`src/rtl/neuron_mac_pkg.sv`:
```
// Shared types, default widths and saturation limits for the neuron MAC engine.
// Optional build macro used by the engine: NEURON_MAC_RELU_EN.
package neuron_mac_pkg;

  localparam int DEF_N_INPUTS = 785;
  localparam int DEF_WGT_W    = 19;
  localparam int DEF_PIX_W    = 10;
  localparam int DEF_ACC_W    = 32;
  localparam int LIM_W        = 64;

  typedef enum logic [1:0] {
    ST_IDLE,
    ST_ACCUM,
    ST_DRAIN,
    ST_DONE
  } state_t;

  function automatic logic [LIM_W-1:0] acc_max(input int w);
    return (LIM_W'(1) << (w - 1)) - LIM_W'(1);
  endfunction

  // Low w bits of the complement give 1000...0, the most negative value.
  function automatic logic [LIM_W-1:0] acc_min(input int w);
    return ~acc_max(w);
  endfunction

endpackage

```
`src/rtl/neuron_mac_if.sv`:
```
// Handshake bundle between a pixel/weight source, result sink and the engine.
// Build macro NEURON_MAC_RELU_EN affects only the engine, not this bundle.
interface neuron_mac_if
  import neuron_mac_pkg::*;
#(
  parameter int WGT_W = DEF_WGT_W,
  parameter int PIX_W = DEF_PIX_W,
  parameter int ACC_W = DEF_ACC_W
) ();

  logic             start;
  logic             in_valid;
  logic             in_ready;
  logic [WGT_W-1:0] in_wgt;
  logic [PIX_W-1:0] in_pix;
  logic             res_valid;
  logic             res_ready;
  logic [ACC_W-1:0] res_data;
  logic             res_sat;
  logic             busy;

  modport master (
    output start, in_valid, in_wgt, in_pix, res_ready,
    input  in_ready, res_valid, res_data, res_sat, busy
  );

  modport slave (
    input  start, in_valid, in_wgt, in_pix, res_ready,
    output in_ready, res_valid, res_data, res_sat, busy
  );

endinterface

```
`src/rtl/neuron_mac_sat_add.sv`:
```
// Signed adder clamping to the ACC_W range, flagging any clamp.
// Build macro NEURON_MAC_RELU_EN has no effect here.
module neuron_mac_sat_add
  import neuron_mac_pkg::*;
#(
  parameter int ACC_W = DEF_ACC_W
) (
  input  logic signed [ACC_W-1:0] i_a,
  input  logic signed [ACC_W-1:0] i_b,
  output logic signed [ACC_W-1:0] o_sum,
  output logic                    o_ovf
);

  localparam logic signed [ACC_W-1:0] MAX = ACC_W'(acc_max(ACC_W));
  localparam logic signed [ACC_W-1:0] MIN = ACC_W'(acc_min(ACC_W));

  logic signed [ACC_W-1:0] w_raw;
  logic                    w_pos_ovf;
  logic                    w_neg_ovf;

  assign w_raw = i_a + i_b;

  // Overflow only when both operands share a sign the raw sum lost.
  assign w_pos_ovf = !i_a[ACC_W-1] && !i_b[ACC_W-1] && w_raw[ACC_W-1];
  assign w_neg_ovf = i_a[ACC_W-1] && i_b[ACC_W-1] && !w_raw[ACC_W-1];

  always_comb begin
    o_sum = w_raw;
    unique case (1'b1)
      w_pos_ovf: o_sum = MAX;
      w_neg_ovf: o_sum = MIN;
      default:   o_sum = w_raw;
    endcase
  end

  assign o_ovf = w_pos_ovf || w_neg_ovf;

endmodule

```
`src/rtl/neuron_mac_engine.sv`:
```
// Two-stage multiply/saturating-accumulate engine for one neuron dot product.
// Define NEURON_MAC_RELU_EN to present negative final sums as zero.
module neuron_mac_engine
  import neuron_mac_pkg::*;
#(
  parameter int N_INPUTS = DEF_N_INPUTS,
  parameter int WGT_W    = DEF_WGT_W,
  parameter int PIX_W    = DEF_PIX_W,
  parameter int ACC_W    = DEF_ACC_W
) (
  input  logic        clk,
  input  logic        rst,
  neuron_mac_if.slave bus
);

  localparam int PRD_W = WGT_W + PIX_W + 1;
  localparam int CNT_W = $clog2(N_INPUTS + 1);
  localparam logic [CNT_W-1:0] LAST = CNT_W'(N_INPUTS - 1);

  state_t                  r_state;
  state_t                  w_next;
  logic [CNT_W-1:0]        r_cnt;
  logic                    r_drain;
  logic                    r_pv;
  logic                    r_sat;
  logic signed [ACC_W-1:0] r_prod;
  logic signed [ACC_W-1:0] r_acc;
  logic signed [ACC_W-1:0] w_sum;
  logic signed [PRD_W-1:0] w_prod;
  logic                    w_beat;
  logic                    w_last;
  logic                    w_clear;
  logic                    w_ovf;

  assign w_beat = bus.in_valid && (r_state == ST_ACCUM);
  assign w_last = w_beat && (r_cnt == LAST);

  // Pixel is zero-extended so it multiplies as a non-negative value.
  assign w_prod = PRD_W'($signed(bus.in_wgt))
                * PRD_W'($signed({1'b0, bus.in_pix}));

  neuron_mac_sat_add #(
    .ACC_W (ACC_W)
  ) u_sat_add (
    .i_a   (r_acc),
    .i_b   (r_prod),
    .o_sum (w_sum),
    .o_ovf (w_ovf)
  );

  always_comb begin
    w_next  = r_state;
    w_clear = 1'b0;
    unique case (r_state)
      ST_IDLE: begin
        if (bus.start) begin
          w_next  = ST_ACCUM;
          w_clear = 1'b1;
        end
      end
      ST_ACCUM: begin
        if (w_last) w_next = ST_DRAIN;
      end
      ST_DRAIN: begin
        if (r_drain) w_next = ST_DONE;
      end
      ST_DONE: begin
        if (bus.res_ready) begin
          w_next  = bus.start ? ST_ACCUM : ST_IDLE;
          w_clear = bus.start;
        end
      end
      default: w_next = ST_IDLE;
    endcase
  end

  always_ff @(posedge clk) begin
    if (rst) begin
      r_state <= ST_IDLE;
      r_cnt   <= '0;
      r_drain <= 1'b0;
      r_pv    <= 1'b0;
      r_prod  <= '0;
      r_acc   <= '0;
      r_sat   <= 1'b0;
    end else begin
      r_state <= w_next;
      r_drain <= (r_state == ST_DRAIN) && !r_drain;
      r_pv    <= w_beat;
      if (w_beat) r_prod <= ACC_W'(w_prod);
      if (w_clear) begin
        r_cnt <= '0;
        r_acc <= '0;
        r_sat <= 1'b0;
      end else begin
        if (w_beat) r_cnt <= r_cnt + CNT_W'(1);
        if (r_pv) begin
          r_acc <= w_sum;
          r_sat <= r_sat || w_ovf;
        end
      end
    end
  end

  assign bus.in_ready  = (r_state == ST_ACCUM);
  assign bus.res_valid = (r_state == ST_DONE);
  assign bus.busy      = (r_state != ST_IDLE);
  assign bus.res_sat   = r_sat;

`ifdef NEURON_MAC_RELU_EN
  assign bus.res_data = r_acc[ACC_W-1] ? '0 : r_acc;
`else
  assign bus.res_data = r_acc;
`endif

endmodule

```
`src/flat_wrapper.sv`:
```
// flat-port wrapper written by rule: the top's interface ports become plain ports
module neuron_mac_engine_flat import neuron_mac_pkg::*;
#(
  parameter int N_INPUTS = DEF_N_INPUTS,
  parameter int WGT_W    = DEF_WGT_W,
  parameter int PIX_W    = DEF_PIX_W,
  parameter int ACC_W    = DEF_ACC_W
)
  (clk, rst, bus_start, bus_in_valid, bus_in_wgt, bus_in_pix, bus_res_ready, bus_in_ready, bus_res_valid, bus_res_data, bus_res_sat, bus_busy);
  neuron_mac_if #(.WGT_W(WGT_W), .PIX_W(PIX_W), .ACC_W(ACC_W)) bus_i ();
  input  logic clk;
  input  logic rst;
  input wire logic [$bits(bus_i.start)-1:0] bus_start;
  input wire logic [$bits(bus_i.in_valid)-1:0] bus_in_valid;
  input wire logic [$bits(bus_i.in_wgt)-1:0] bus_in_wgt;
  input wire logic [$bits(bus_i.in_pix)-1:0] bus_in_pix;
  input wire logic [$bits(bus_i.res_ready)-1:0] bus_res_ready;
  output wire logic [$bits(bus_i.in_ready)-1:0] bus_in_ready;
  output wire logic [$bits(bus_i.res_valid)-1:0] bus_res_valid;
  output wire logic [$bits(bus_i.res_data)-1:0] bus_res_data;
  output wire logic [$bits(bus_i.res_sat)-1:0] bus_res_sat;
  output wire logic [$bits(bus_i.busy)-1:0] bus_busy;
  assign bus_i.start = bus_start;
  assign bus_i.in_valid = bus_in_valid;
  assign bus_i.in_wgt = bus_in_wgt;
  assign bus_i.in_pix = bus_in_pix;
  assign bus_i.res_ready = bus_res_ready;
  assign bus_in_ready = bus_i.in_ready;
  assign bus_res_valid = bus_i.res_valid;
  assign bus_res_data = bus_i.res_data;
  assign bus_res_sat = bus_i.res_sat;
  assign bus_busy = bus_i.busy;
  neuron_mac_engine #(.N_INPUTS(N_INPUTS), .WGT_W(WGT_W), .PIX_W(PIX_W), .ACC_W(ACC_W)) u_core (.clk(clk), .rst(rst), .bus(bus_i));
endmodule
```
`config.mk`:
```
export PLATFORM = sky130hd
export DESIGN_NAME = neuron_mac_engine_flat
export DESIGN_NICKNAME = d
export VERILOG_FILES = /design/src/rtl/neuron_mac_pkg.sv /design/src/rtl/neuron_mac_if.sv /design/src/rtl/neuron_mac_sat_add.sv /design/src/rtl/neuron_mac_engine.sv /design/src/flat_wrapper.sv
export SDC_FILE = /design/constraint.sdc
export NUM_CORES = 1
export LEC_CHECK = 0
export ABC_AREA = 1
export CAP_MARGIN = 20
export CELL_PAD_IN_SITES_DETAIL_PLACEMENT = 0
export CELL_PAD_IN_SITES_GLOBAL_PLACEMENT = 1
export CORE_UTILIZATION = 39
export CTS_BUF_LIST = sky130_fd_sc_hd__clkbuf_8
export DETAILED_ROUTE_END_ITERATION = 10
export GPL_TIMING_DRIVEN = 0
export PLACE_DENSITY = 0.81
export SYNTH_ARGS = -nofsm -noshare
export SYNTH_HDL_FRONTEND = slang
export SYNTH_SLANG_ARGS = --single-unit
```
`constraint.sdc`:
```
create_clock -name clk -period 8.3 [get_ports clk]
set_input_delay 0.83 -clock clk [delete_from_list [all_inputs] [get_ports clk]]
set_output_delay 0.83 -clock clk [all_outputs]
set_load 0.01 [all_outputs]
```
==> results of run 1 <==
==> registers in the layout, indices dropped and copies added, names as in the netlist <==
signal,count
u_core.r_state,2
u_core.r_pv,1
u_core.bus.res_data,32
u_core.bus.res_sat,1
u_core.r_drain,1
u_core.r_cnt,10
u_core.r_prod,30
==> worst max-delay path by stage <==
stage | startpoint | end | slack, ns | cells past startpoint
after floorplan | bus_in_pix[4] | u_core.r_prod[29] | 2.58 | 23
after global placement | bus_in_pix[2] | u_core.r_prod[28] | 1.65 | 22
after detailed placement | bus_in_pix[2] | u_core.r_prod[28] | 1.66 | 22
after CTS | bus_in_pix[2] | u_core.r_prod[28] | 2.06 | 22
after global routing | bus_in_pix[4] | u_core.r_prod[29] | 1.65 | 23
final | bus_in_pix[4] | u_core.r_prod[29] | 2.06 | 23
==> cells in the mapped netlist, types with 3 or more instances <==
master      n
a21boi_0    3
a21oi_1    77
a21oi_2    33
buf_1       6
buf_12      3
buf_6       3
clkbuf_1   48
dfxtp_1    77
fa_1      170
ha_1      107
inv_1     462
nand2_1   430
nand2_2    12
nand3_1    65
nand3b_1    4
nand4_1    17
nor2_1    121
nor3_1     16
nor4_1      5
o211ai_1    7
o21a_1      3
o21ai_0    88
o21bai_1   10
or2_2       5
xnor2_1     9
xor2_1     26
==> worst register-to-register path, cell delays in order (launching register included) <==
cell and delay [ns]:
dfxtp_1 0.41, inv_1 0.11, ha_1 0.31, or3_1 0.36, nand2_1 0.28, inv_1 0.32, buf_1 0.34, o21ai_0 0.19
a21oi_2 0.04
==> per-layer routing <==
metal  share of wire, %  track usage, %  vias up
met1                 48            27.0     5107
met4                3.4            8.43        0
met2                 47            36.6      175
met5                  0               0        -
li1                   -               -     5614
met3                1.9            1.21       45
==> report_power, final <==
group | internal (mW) | switching, mW | leakage (nW) | total (mW)
clock network | 0.104 | 0.145 | 0.0888 | 0.249
registers | 0.424 | 0.0502 | 0.624 | 0.474
logic | 1.25 | 2.20 | 7.00 | 3.45
==> logic make-up after synthesis <==
kind of cell / count (synthesis) / synth area share (%)
AO/OA/AOI/OAI: 232 / 10.7
XOR/XNOR: 35 / 2.38
adder cells (fa/ha/maj): 277 / 36.9
buffers and inverters: 525 / 15.9
flip-flops: 77 / 12.0
AND/OR/NAND/NOR: 687 / 22.2
==> cell type report <==
| cell class | instances | area share [%] |
|---|---|---|
| buffer | 61 | 2.16 |
| clock buffer | 9 | 0.887 |
| clock inverter | 7 | 0.260 |
| inverter | 464 | 12.5 |
| multi-input combinational | 1231 | 66.4 |
| sequential | 77 | 11.0 |
| tap | 442 | 3.96 |
| timing repair buffer | 39 | 2.80 |
==> stage by stage <==
| stage | setup WS, ns | hold WS [ns] |
|---|---|---|
| global placement | 1.65 | 0.442 |
| floorplan | 2.58 | 0.440 |
| global route | 1.65 | 0.484 |
| CTS | 2.06 | 0.457 |
| finish | 2.06 | 0.453 |
| detailed placement | 1.66 | 0.443 |
==> reports/metrics.cfg, run 1 <==
[power_and_ir_drop]
irDropWorstVdd_mv = 0.186
power_density_mw_per_mm2 = 299
p_leak_nw = 7.72
total_power_mw = 4.17

[final_layout]
fin_nets = 2194
diodes = 0
layout_common_cells = 465 x inv_1, 430 x nand2_1, 170 x fa_1, 121 x nor2_1, 107 x ha_1
regArea_mm2 = 0.00154
stdcell_area_mm2 = 0.0140
postLayoutCoreUtil_pct = 43.0
multi_input_area_mm2 = 0.00927
layout-drive-gt1-share_pct = 4.18
synthToLayoutAreaGrowth_pct = 8.58
fillers = 3440
final_cells = 2330
layout_commonest_cell = inv_1

[floorplan]
die_w_um = 184
placementRows = 66
die_h_um = 184
die-area_mm2 = 0.0337
start_util_pct = 39.6
coreArea_mm2 = 0.0325
boundaryPins = 70

[yosys]
syn_inst = 1833
netlist_area_mm2 = 0.0129
synth.area.top_cells = fa_1 26%, inv_1 13%, nand2_1 13%
synthesis.nets = 2144
ys_seq_area_share_pct = 12.0
synth_edf_count = 0
syn_avg_cell_area_um2 = 7.02
synth_flop_cell = dfxtp_1
synthArstFlopShare_pct = 0
synth_warnings = 0
synth_top_area_share_pct = 26.5
yosys.cell_types.count = 44
synth_top_area_cell = fa_1
synth-seq-cells = 77

[clocking]
cts_tree = done
cts_hold_buf = 0
clkTransAtPathRegs_ns = 0.08
clk_path_buf_depth = 2
htreeDepth = 3
worstSkewPairLatency_ns = 0.37
cts_resized = 0
clock_sinks = 77
postCtsSetupBuffers = 0
cts_buffers = 9
clock-root-buffer = clkbuf_8

[route]
ant_nets = 0
vias = 10900
routed_wl_mm = 33.6
vias_per_cell = 4.70
drc = 0
drtIter0Drc = 490
wl_per_cell_um = 14.4
first_pass_iters = 5

[setup_path]
cpLargestDelayFamily = adder cells
reg2reg_slack_ns = 5.82
start_kind = primary input
cp_slowest_cell = fa_1
crit_type = primary input to register
critPathMostFrequentCell = inv_1
cp_data_required_time_ns = 8.58
rr_worst_depth = 8
worstPathArrival_ns = 6.52
cp_cell_sequence = clkbuf_1, clkbuf_1, nand2_1, fa_1, inv_1, fa_1, inv_1, fa_1, inv_1, fa_1, inv_1, fa_1, inv_1, ha_1, inv_1, nor3_1, nand2_1, nor4_1, nand2_1, nand3_1, nand3_1, nand2_1, inv_1
reg2reg_to = u_core.bus.res_data[25]
critPathMaxFanout = 10
cpPeakStageDelay_ns = 0.63
path_buf_inv = 9
end_kind = register
r2r_start = u_core.r_state[0]

[flow_run]
cap_violations = 0

[sta]
finalSetupViolations = 0
rsz0062_at_grt = false
relSlewSlack_pct = 48.6
maxSlewViolCount = 0
setup_tns_ns = 0
skew_ns = 0.00726
post-route-period-util_pct = 75.2
fmax_mhz = 160
min_period_ns = 6.24
worst_slew_pin_slew_ns = 0.772
hold_viol_final = 0

[min_path]
min_path_cells = 2
min_from = u_core.bus.res_sat
worstHoldEndpoint = u_core.bus.res_sat
hp-class = register to register

[status]
outcome = completed

[grt]
grt_pass1_wl_mm = 55.8
grtUsageTotal_pct = 21.0
grt_pass1_vias = 11200
grt_antenna_before_repair = 0
grt_max_degree = 13
gr-total-overflow = 0

[placed_design]
dpl-instance-area_mm2 = 0.0138
place_inst = 2314
io_buffers = 39
dpl.hpwl_mm = 29.3
routabilityCongestion = 0.888

(Power assumes the default switching activity.)
==> run 2: changes to the inputs <==
- clock period: 8.3 -> 6.14 ns (I/O delays scaled with it)
==> run 2 against run 1 <==
  * Non-clock buffer count is the same
  * Register-to-register slack worse by 2.2 ns
  * Global-route usage stayed put
  * Sequential share of layout area is essentially flat
  * Largest cell class unchanged
  * Highest routed layer unchanged
==> reports/metrics.cfg, run 2 (synthesized netlist as in run 1, its figures left out) <==
[final_layout]
layout_commonest_cell = inv_1
fin_nets = 2194  ; unchanged
layout-drive-gt1-share_pct = 4.45  ; +0.26 points
layout_common_cells = 465 x inv_1, 430 x nand2_1, 170 x fa_1, 121 x nor2_1, 107 x ha_1
postLayoutCoreUtil_pct = 43.0  ; about the same
diodes = 0  ; unchanged
synthToLayoutAreaGrowth_pct = 8.63  ; about the same
stdcell_area_mm2 = 0.0140  ; about the same
largest_register_ffs = 32  ; unchanged

[floorplan]
die-area_mm2 = 0.0337  ; unchanged
boundaryPins = 70  ; unchanged
die_h_um = 184  ; unchanged
die_w_um = 184  ; unchanged
placementRows = 66  ; unchanged
coreArea_mm2 = 0.0325  ; unchanged
start_util_pct = 39.6  ; unchanged

[min_path]
hp-class = register to register
worstHoldEndpoint = u_core.bus.res_sat
min_path_cells = 2  ; unchanged
min_from = u_core.bus.res_sat

[grt]
grt_max_degree = 13  ; unchanged
grt_pass1_vias = 11200  ; unchanged
gr-total-overflow = 0  ; unchanged
grt_pass1_wl_mm = 55.8  ; unchanged
grt_antenna_before_repair = 0  ; unchanged
grtUsageTotal_pct = 21.0  ; unchanged

[clocking]
clkTransAtPathRegs_ns = 0.08  ; about the same
clock_sinks = 77  ; unchanged
clk_path_buf_depth = 2  ; unchanged
htreeDepth = 3  ; unchanged
worstSkewPairLatency_ns = 0.37  ; about the same
cts_buffers = 9  ; unchanged
cts_tree = done
clock-root-buffer = clkbuf_8
cts_hold_buf = 0  ; unchanged

[sta]
finalSetupViolations = 0  ; unchanged
relSlewSlack_pct = 54.8  ; +6.3 points
skew_ns = 0.00726  ; unchanged
rsz0062_at_grt = true
fmax_mhz = 172
worst_slew_pin_slew_ns = 0.678  ; -0.0940 ns
maxSlewViolCount = 0  ; unchanged
hold_ws_ns = 0.453  ; unchanged
min_period_ns = 5.81
hold_viol_final = 0  ; unchanged
post-route-period-util_pct = 94.6

[placed_design]
io_buffers = 39  ; unchanged
routabilityCongestion = 0.888  ; unchanged
dpl-instance-area_mm2 = 0.0138  ; unchanged
dpl.hpwl_mm = 29.3  ; unchanged

[setup_path]
crit_type = primary input to register
startpoint = bus_in_pix[6]
cpPeakStageDelay_ns = 0.58  ; -0.05 ns
cpLargestDelayFamily = adder cells
end_kind = register
worstPathArrival_ns = 6.08  ; -0.44 ns
critPathMaxFanout = 10  ; unchanged
path_buf_inv = 9  ; unchanged
rr_worst_depth = 8  ; unchanged
cp_slowest_cell = fa_1
reg2reg_slack_ns = 3.66  ; -2.16 ns
start_kind = primary input
r2r_start = u_core.r_state[0]
cp_data_required_time_ns = 6.42  ; -2.16 ns
critPathMostFrequentCell = inv_1
reg2reg_to = u_core.bus.res_data[25]
cp_cell_sequence = clkbuf_1, clkbuf_1, nand2_1, fa_1, inv_1, fa_1, inv_1, fa_1, inv_1, fa_1, inv_1, fa_1, inv_1, ha_1, inv_1, nor3_1, nand2_1, nor4_1, nand2_1, nand3_1, nand3_1, nand2_1, inv_1

[status]
outcome = completed

[power_and_ir_drop]
irDropWorstVdd_mv = 0.252  ; +35%
power_density_mw_per_mm2 = 404  ; +35%
comb_power_share_pct = 82.7  ; about the same
switching_power_mw = 3.24  ; +35%
p_int_mw = 2.40  ; +35%
power_frac_seq_pct = 11.4  ; about the same
clkPwrFrac_pct = 6.0  ; about the same
p_leak_nw = 7.73  ; +0.19%
swShare_pct = 57.5  ; about the same

[route]
wl_per_cell_um = 14.4  ; about the same
first_pass_iters = 5  ; unchanged
vias_per_cell = 4.69  ; -0.10%
drtIter0Drc = 489  ; -0.20%
vias = 10900  ; -0.10%
routed_wl_mm = 33.5  ; about the same
ant_nets = 0  ; unchanged
drc = 0  ; unchanged

[flow_run]
cap_violations = 0  ; unchanged

==> run 2: cell count changes in the layout (fill, tap and decap cells not counted) <==
| cell | delta |
|---|---|
| clkbuf_1 | -5 |
| clkbuf_2 | +5 |
==> run 2: power by group through the flow <==
stage / combinational, mW / sequential, mW / clock (mW)
floorplan: 3.56 / 0.631 / 0
global route: 5.42 / 0.650 / 0.370
finish: 4.66 / 0.641 / 0.337
CTS: 4.70 / 0.641 / 0.350
detailed placement: 4.68 / 0.653 / 0
global placement: 4.65 / 0.650 / 0
==> run 2: worst max path at each step <==
stage | to | slack, ns | cells past startpoint
finish | u_core.r_prod[29] | 0.33 | 23
global route | u_core.r_prod[29] | -0.08 | 23
CTS | u_core.r_prod[28] | 0.12 | 22
detailed placement | u_core.r_prod[28] | -0.28 | 22
global placement | u_core.r_prod[28] | -0.29 | 22
floorplan | u_core.r_prod[29] | 0.63 | 23
==> run 2: per-layer routing <==
metal	routed length [um]	vias up	global-route usage (%)	share of wire, %
met4	1180	0	8.43	3.5
met2	15800	173	36.6	47
met1	15900	5096	27.0	47
met5	0	-	0	0
li1	-	5612	-	-
met3	662	49	1.21	2.0
==> run 2: tightest hold or removal path, stage by stage (launching register included) <==
cell	delay, ns
dfxtp_1	0.32
inv_1	0.05
a21oi_1	0.05
==> run 2: area by class of cell <==
type,count,area (um^2)
Timing Repair Buffer,39,390
Sequential cell,77,1540
Multi-Input combinational cell,1231,9270
Inverter,464,1740
Clock inverter,7,36.3
Buffer,61,308
Tap cell,442,553
Fill cell,3440,18500
Clock buffer,9,124
==> run 2: timing repair <==
item / CTS / global route
endpoints found under the setup margin: 0 / 10
gates resized for setup: 0 / 10
buffers inserted: 0 / 0
==> run 2: through the flow <==
step | power (mW) | instances | setup TNS, ns | setup slack [ns]
finish | 5.64 | 2330 | 0 | 0.333
CTS | 5.69 | 2330 | 0 | 0.120
floorplan | 4.19 | 1833 | 0 | 0.631
global placement | 5.30 | 2314 | -1.87 | -0.294
detailed placement | 5.33 | 2314 | -1.64 | -0.284
global route | 6.44 | 2330 | -0.0845 | -0.0845
